==> src/rtl/wb_trace_fifo.sv <==
// Write-back trace FIFO: records every architectural register write with a
// cycle stamp and PC, and hands entries to a host over a valid/ready handshake.
module wb_trace_fifo #(
  parameter int DEPTH     = 8,
  parameter bit IGNORE_R0 = 1'b1,
  parameter int CNT_W     = 32
) (
  input  logic                     clk,
  input  logic                     rst,
  input  logic                     wb_en,
  input  logic [4:0]               wb_addr,
  input  logic [31:0]              wb_data,
  input  logic [31:0]              wb_pc,
  output logic                     out_valid,
  input  logic                     out_ready,
  output logic [CNT_W-1:0]         out_cycle,
  output logic [4:0]               out_addr,
  output logic [31:0]              out_data,
  output logic [31:0]              out_pc,
  output logic [$clog2(DEPTH):0]   count,
  output logic                     overflow,
  output logic [7:0]               drop_cnt
);

  localparam int AW = $clog2(DEPTH);
  localparam logic [AW:0] FULL_CNT = (AW+1)'(DEPTH);

  logic [CNT_W-1:0] cyc_mem_q  [DEPTH];
  logic [4:0]       addr_mem_q [DEPTH];
  logic [31:0]      data_mem_q [DEPTH];
  logic [31:0]      pc_mem_q   [DEPTH];

  logic [AW-1:0]    wr_ptr_q, wr_ptr_d;
  logic [AW-1:0]    rd_ptr_q, rd_ptr_d;
  logic [AW:0]      count_q, count_d;
  logic [CNT_W-1:0] cyc_q, cyc_d;
  logic             overflow_q, overflow_d;
  logic [7:0]       drop_cnt_q, drop_cnt_d;

  logic push_req, full, empty, pop, wr_en, drop;

  always_comb begin
    push_req   = wb_en && !(IGNORE_R0 && (wb_addr == 5'd0));
    full       = (count_q == FULL_CNT);
    empty      = (count_q == '0);
    pop        = !empty && out_ready;
    // A pop on the same edge frees the slot, so a full FIFO still accepts.
    wr_en      = push_req && (!full || pop);
    drop       = push_req && full && !pop;

    wr_ptr_d   = wr_ptr_q;
    rd_ptr_d   = rd_ptr_q;
    count_d    = count_q;
    cyc_d      = cyc_q + 1'b1;
    overflow_d = overflow_q | drop;
    drop_cnt_d = drop_cnt_q;

    if (wr_en) wr_ptr_d = wr_ptr_q + 1'b1;
    if (pop)   rd_ptr_d = rd_ptr_q + 1'b1;
    unique case ({wr_en, pop})
      2'b10:   count_d = count_q + 1'b1;
      2'b01:   count_d = count_q - 1'b1;
      default: count_d = count_q;
    endcase
    if (drop && (drop_cnt_q != 8'hFF)) drop_cnt_d = drop_cnt_q + 1'b1;
  end

  always_ff @(posedge clk) begin
    if (rst) begin
      wr_ptr_q   <= '0;
      rd_ptr_q   <= '0;
      count_q    <= '0;
      cyc_q      <= CNT_W'(1);
      overflow_q <= 1'b0;
      drop_cnt_q <= '0;
    end else begin
      wr_ptr_q   <= wr_ptr_d;
      rd_ptr_q   <= rd_ptr_d;
      count_q    <= count_d;
      cyc_q      <= cyc_d;
      overflow_q <= overflow_d;
      drop_cnt_q <= drop_cnt_d;
    end
  end

  // Storage needs no reset: reads are masked to zero while empty.
  always_ff @(posedge clk) begin
    if (!rst && wr_en) begin
      cyc_mem_q[wr_ptr_q]  <= cyc_q;
      addr_mem_q[wr_ptr_q] <= wb_addr;
      data_mem_q[wr_ptr_q] <= wb_data;
      pc_mem_q[wr_ptr_q]   <= wb_pc;
    end
  end

  always_comb begin
    out_valid = !empty;
    out_cycle = empty ? '0 : cyc_mem_q[rd_ptr_q];
    out_addr  = empty ? '0 : addr_mem_q[rd_ptr_q];
    out_data  = empty ? '0 : data_mem_q[rd_ptr_q];
    out_pc    = empty ? '0 : pc_mem_q[rd_ptr_q];
    count     = count_q;
    overflow  = overflow_q;
    drop_cnt  = drop_cnt_q;
  end

endmodule

==> config.mk <==
export PLATFORM = sky130hd
export DESIGN_NAME = wb_trace_fifo
export DESIGN_NICKNAME = d
export VERILOG_FILES = /design/src/rtl/wb_trace_fifo.sv
export SDC_FILE = /design/constraint.sdc
export NUM_CORES = 1
export LEC_CHECK = 0
export ABC_AREA = 1
export CELL_PAD_IN_SITES_DETAIL_PLACEMENT = 1
export CELL_PAD_IN_SITES_GLOBAL_PLACEMENT = 1
export CORE_MARGIN = 2
export CORE_UTILIZATION = 53
export DETAILED_ROUTE_END_ITERATION = 8
export HOLD_SLACK_MARGIN = 0.15
export PLACE_DENSITY_LB_ADDON = 0.1
export RECOVER_POWER = 25
export SETUP_SLACK_MARGIN = 0.3
export SKIP_LAST_GASP = 1
export SLEW_MARGIN = 20
export SYNTH_ARGS = -nofsm -noshare
export SYNTH_HDL_FRONTEND = slang
export SYNTH_SLANG_ARGS = --single-unit
==> constraint.sdc <==
create_clock -name clk -period 26.3 [get_ports clk]
set_clock_uncertainty 0.1 [all_clocks]
set_input_delay 3.945 -clock clk [delete_from_list [all_inputs] [get_ports clk]]
set_output_delay 3.945 -clock clk [all_outputs]
set_load 0.05 [all_outputs]
==> results_dict.tcl, run 1 <==
set metrics [dict create \
    setup_tns_ns 0 \
    post-route-min-period_ns 9.17 \
    synthAdderAreaFrac_pct 0.279 \
    holdCritPathClass "reg -> reg" \
    ctsHoldBuffers 0 \
    wire_per_inst_um 24.6 \
    h-tree-depth 3 \
    whs_endpoint "rd_ptr_q[2]" \
    numCtsBuffers 90 \
    clock-sinks 862 \
    syn_area_per_cell_um2 12.6 \
    ys_ff_latch 862 \
    grt_first_pass_wirelength_mm 143 \
    clockRootBuffer "clkbuf_16" \
    hpwl_mm 48.3 \
    cp-end-kind "output port" \
    fill_cells 6197 \
    avgViaCountPerCell 5.96 \
    worstPathRequired_ns 22.25 \
    clk_pin_slew_ns 0.06 \
    yosys.area.top_type "edfxtp_1" \
    yosysWarnings 0 \
    reg2reg_depth 8 \
    synth_area_mm2 0.0340 \
    cp_max_fo 214 \
    synth-compound-area-share_pct 12.1 \
    async_flop_share_pct 0 \
    synth_top_flop_cell "edfxtp_1" \
    min_path_cells 2 \
    drc 0 \
    cts.path.max_buffers 3 \
    ant_nets 0 \
    cts_resized 0 \
    min-delay-start "rd_ptr_q[2]" \
    die_h_um 257 \
    die_area_mm2 0.0662 \
    status "complete, no violations" \
    cts_tree "done" \
    ir_drop_uv 178 \
    pin_count 188 \
    synth_top_area_share_pct 71.3 \
    grt_util_all_layers_pct 28.0 \
    place.gp.congestion 0.833 \
    slew_headroom_pct 22.4 \
    arrival_ns 5.12 \
    p_leak_nw 12.7 \
    r2r-end "pc_mem_q[3][12]" \
    fmax_mhz 109 \
    drv_cap 0 \
    synthMuxAreaShare_pct 0 \
    cp-start-kind "flop" \
    hold_viol_final 0 \
    num-nets-final 2916 \
    design.core.area_mm2 0.0633 \
    cts_setup_buffers 0 \
    syn_inst 2702 \
    grt_pass1_vias 24400 \
    synthTopCellsByArea "edfxtp_1, nor2_1, o21ai_0, dfxtp_1, o21ai_1" \
    synth_simple_gate_area_share_pct 9.56 \
    reg2reg_slack_ns 21.97 \
    crit_type "reg -> out" \
    start_util_pct 53.7 \
    vias 22400 \
    grt-ovfl-total 0 \
    p_total_mw 3.91 \
    first_pass_iters 5 \
    synth_edf_count 808 \
    syn_nets 2782 \
    totalWireLength_mm 92.5 \
    syn_to_final_growth_pct 15.6 \
    p_per_area_mw_per_mm2 99.5 \
    grt_max_degree 287 \
    rsz0062_at_grt "no" \
    rr_startpoint "count[0]" \
    rows 92 \
    portBuffers 187 \
    synth_top_family_by_area "compound AO/OA/AOI/OAI gates" \
    finalSetupViolations 0 \
    antenna_found_initial 7 \
    drive_above_1_share_pct 6.29 \
    fp.dieW_um 257 \
    ys_seq_area_share_pct 74.5 \
    period_share_pct 34.9 \
    ys_types 37 \
    synthXorXnorAreaFrac_pct 0.154 \
    worst_pin_slew_ns 1.16 \
    first_iter_violations 1823 \
    slew_violations 0 \
    clk_latency_ns 0.63 \
]
final cells by class:
cell class	instances	area [µm²]	share of cell area [%]
sequential	862	25400	64.4
clock buffer	117	2500	6.35
multi-input combinational	1618	7580	19.3
antenna	6	15.0	0.0382
tap	846	1060	2.69
clock inverter	50	508	1.29
timing repair buffer	213	2110	5.36
inverter	51	218	0.553
metal layers:
metal	share of wire, %	GRT usage [%]	up-vias
met4	2.2	7.58	0
met3	4.6	3.99	153
met1	42	36.5	11600
li1	-	-	10200
met5	0	0	-
met2	51	49.2	578
cell usage in the layout (no fill, tap or decap), types with 14 or more instances in the layout:
cell,instances
a21oi_1,42
nor3_1,16
edfxtp_1,808
clkbuf_16,95
nand3_1,31
dfxtp_1,52
o21ai_1,136
o21ai_0,388
inv_1,47
clkbuf_1,18
o22ai_1,101
clkinv_2,19
buf_4,22
a31oi_1,101
dlygate4sd3_1,26
clkinv_1,14
clkdlybuf4s50_1,161
nor2_1,660
nand2_1,102
cells in the mapped netlist, types with 17 or more instances:
| library cell | n |
|---|---|
| edfxtp_1 | 808 |
| nor2_1 | 666 |
| o21ai_0 | 388 |
| o21ai_1 | 136 |
| nand2_1 | 103 |
| a31oi_1 | 101 |
| o22ai_1 | 101 |
| clkbuf_1 | 88 |
| dfxtp_1 | 54 |
| inv_1 | 47 |
| a21oi_1 | 42 |
| nand3_1 | 31 |
| buf_4 | 29 |
| buf_6 | 20 |
| nor3_1 | 18 |
| buf_2 | 17 |
flip-flops by register name, summed over array words and instances, names as in the netlist, named ones only:
signal      count
overflow        1
wr_ptr_q        3
cyc_q          32
addr_mem_q     40
count           4
rd_ptr_q        3
data_mem_q    256
pc_mem_q      256
cyc_mem_q     256
drop_cnt        8
through the flow:
stage	hold WS, ns	instances	worst slack, ns	area (µm²)	utilization (%)
2_1_floorplan	0.333	2702	14.11	34000	-
3_3_place_gp	0.358	3590	17.86	36300	57.4
3_5_place_dp	0.368	3590	17.70	36300	57.4
4_1_cts	0.376	3757	17.24	39300	62.1
5_1_grt	0.396	3760	16.95	39300	62.1
6_report	0.373	3763	17.13	39300	62.1
how the worst max path moves through the flow:
stage / start / end / slack (ns) / cells after the start
2_1_floorplan: out_ready / addr_mem_q[2][0] / 14.11 / 6
3_3_place_gp: wb_addr[0] / pc_mem_q[3][12] / 17.86 / 9
3_5_place_dp: wb_addr[0] / pc_mem_q[3][12] / 17.70 / 9
4_1_cts: flop / out_pc[2] / 17.24 / 7
5_1_grt: flop / out_pc[2] / 16.95 / 7
6_report: flop / out_data[0] / 17.13 / 7
kinds of logic after synthesis:
family	Yosys count
flops	862
simple gates	835
compound gates	770
buf+inv	222
fa+ha+maj	7
xor+xnor	6
critical path, cell delays in order (launching register included):
cell and delay [ns]:
dfxtp_4 0.79, buf_12 0.67, buf_4 0.87, o21ai_0 0.23
o22ai_1 0.21, o21ai_1 0.08, a31oi_1 0.39, clkdlybuf4s50_1 0.89
power breakdown:
group	switching (mW)	leakage, nW	internal (mW)
Clock	0.522	1.48	0.768
Sequential	0.0233	7.78	1.52
Combinational	0.775	3.45	0.305
Total	1.32	12.7	2.59
Power figures use the tool's default switching activity.
==> inputs of run 2 (changes only) <==
--- a/config.mk
+++ b/config.mk
@@ -9,7 +9,7 @@
 export CELL_PAD_IN_SITES_DETAIL_PLACEMENT = 1
 export CELL_PAD_IN_SITES_GLOBAL_PLACEMENT = 1
 export CORE_MARGIN = 2
-export CORE_UTILIZATION = 53
+export CORE_UTILIZATION = 44
 export DETAILED_ROUTE_END_ITERATION = 8
 export HOLD_SLACK_MARGIN = 0.15
 export PLACE_DENSITY_LB_ADDON = 0.1
==> constraint.sdc (replaced) <==
create_clock -name clk -period 7.45 [get_ports clk]
set_clock_uncertainty 0.1 [all_clocks]
set_input_delay 1.1175 -clock clk [delete_from_list [all_inputs] [get_ports clk]]
set_output_delay 1.1175 -clock clk [all_outputs]
set_load 0.05 [all_outputs]
==> run 2 against run 1 <==
Setup slack lost 15 ns. Clock-buffer cell count grew 5. Sequential cell count is the same. Critical path depth is the same. Hold slack gained 0.015 ns. Die area grew 20%. Clock power grew to 3.3 times the previous value. Power grew to 3.5 times the previous value. Largest cell class unchanged. Highest routed layer unchanged.
==> results_dict.tcl, run 2 (same netlist as run 1, synthesis figures left out) <==
set metrics [dict create \
    drc 0 \
    fill_cells 7717 \
    num-nets-final 2923 \
    grt-ovfl-total 0 \
    setup_tns_ns 0 \
    grt_pass1_vias 23600 \
    cts_resized 0 \
    finalSetupViolations 0 \
    vias 22200 \
    clk_pin_slew_ns 0.06 \
    grt_util_all_layers_pct 23.1 \
    final_common_cell "edfxtp_1" \
    clockRootBuffer "clkbuf_16" \
    first_iter_violations 1460 \
    seqCellArea_mm2 0.0254 \
    clock-sinks 862 \
    cp_max_fo 123 \
    worstPathRequired_ns 6.23 \
    avgViaCountPerCell 5.62 \
    reg2reg_slack_ns 4.00 \
    cts.path.max_buffers 3 \
    hpwl_mm 47.6 \
    reg.largest.list "cyc_mem_q x256, data_mem_q x256, pc_mem_q x256" \
    fp.dieW_um 282 \
    final_cell_mix "edfxtp_1, nor2_1, o21ai_0" \
    worstPathCellList "inv_6 -> buf_12 -> o21ai_0 -> o22ai_1 -> o21ai_1 -> a31oi_1 -> clkdlybuf4s50_1" \
    totalWireLength_mm 91.6 \
    status "complete, no violations" \
    pin_count 188 \
    fmax_mhz 184 \
    route.met3.wl_mm 3.46 \
    hold_viol_final 0 \
    first_pass_iters 5 \
    clk_latency_ns 0.64 \
    start_util_pct 44.7 \
    cts_setup_buffers 0 \
    rsz0062_at_grt "no" \
    ant_nets 0 \
    syn_to_final_growth_pct 16.0 \
    slew_violations 0 \
    worst_pin_slew_ns 1.18 \
    wl_met1_mm 40.2 \
    multiInputGateArea_mm2 0.00758 \
    drv_cap 0 \
    cp-start-kind "flop" \
    dp_cells 3780 \
    p_per_area_mw_per_mm2 343 \
    routed.top_layer "met4" \
    slew_headroom_pct 21.4 \
    die_area_mm2 0.0796 \
    wire_per_inst_um 23.2 \
    critPathSlowestCell "clkdlybuf4s50_1" \
    ctsHoldBuffers 0 \
    fin_cells 3947 \
    design.core.area_mm2 0.0762 \
    period_share_pct 72.9 \
    portBuffers 187 \
    ir_drop_uv 462 \
    arrival_ns 4.21 \
    holdCritPathClass "reg -> reg" \
    p_leak_nw 12.6 \
    rows 101 \
    h-tree-depth 3 \
    grt_max_degree 243 \
    cts_tree "done" \
    antenna_found_initial 5 \
    die_h_um 282 \
    post-route-min-period_ns 5.43 \
    crit_type "reg -> out" \
    cp-end-kind "output port" \
    numCtsBuffers 91 \
    dr_wl_met2_mm 46.3 \
    cp_slowest_stage_delay_ns 0.85 \
    place.gp.congestion 0.765 \
    drive_above_1_share_pct 5.93 \
    grt_first_pass_wirelength_mm 140 \
]
-- run 2: final timing paths --
| kind | start | cells past startpoint | end |
|---|---|---|---|
| max | flop | 7 | out_pc[30] |
| min | overflow | 2 | overflow |
| max reg2reg | count[1] | 7 | pc_mem_q[7][4] |
| min reg2reg | overflow | 2 | overflow |
-- run 2: per-layer routing --
layer | global-route usage (%) | vias up
met5 | 0 | -
met2 | 40.9 | 432
met3 | 2.75 | 119
li1 | - | 10200
met1 | 30.3 | 11500
met4 | 6.01 | 0
-- run 2: final cells by class --
type	instances	share of cell area (%)
diodes	2	0.0127
clock buffers	122	6.27
clock inverters	43	0.859
inverters	51	0.542
multi-input cells	1618	19.2
flip-flops and latches	862	64.2
well taps	1030	3.26
repair buffers	219	5.63
-- run 2: worst max-delay path: cells and delay by family, from the launching register on --
| family | cells | cell delay, ns |
|---|---|---|
| flops | 1 | 0.54 |
| buf+inv | 3 | 2.11 |
| compound gates | 4 | 0.77 |
-- run 2: power breakdown --
group	total, mW	switching, mW	leakage, nW	internal [mW]
Combinational	3.80	2.72	3.49	1.08
Sequential	5.44	0.0719	7.78	5.37
Clock	4.31	1.84	1.37	2.47
-- run 2: through the flow --
step,hold slack [ns],area [µm²],utilization (%),setup WS [ns],power [mW]
2_1_floorplan,0.333,34000,-,-1.92,8.13
3_3_place_gp,0.347,36700,48.1,2.62,9.31
3_5_place_dp,0.381,36700,48.1,2.58,9.39
4_1_cts,0.402,39500,51.8,1.89,13.7
5_1_grt,0.430,39500,51.8,1.72,14.1
6_report,0.388,39500,51.8,2.02,13.6
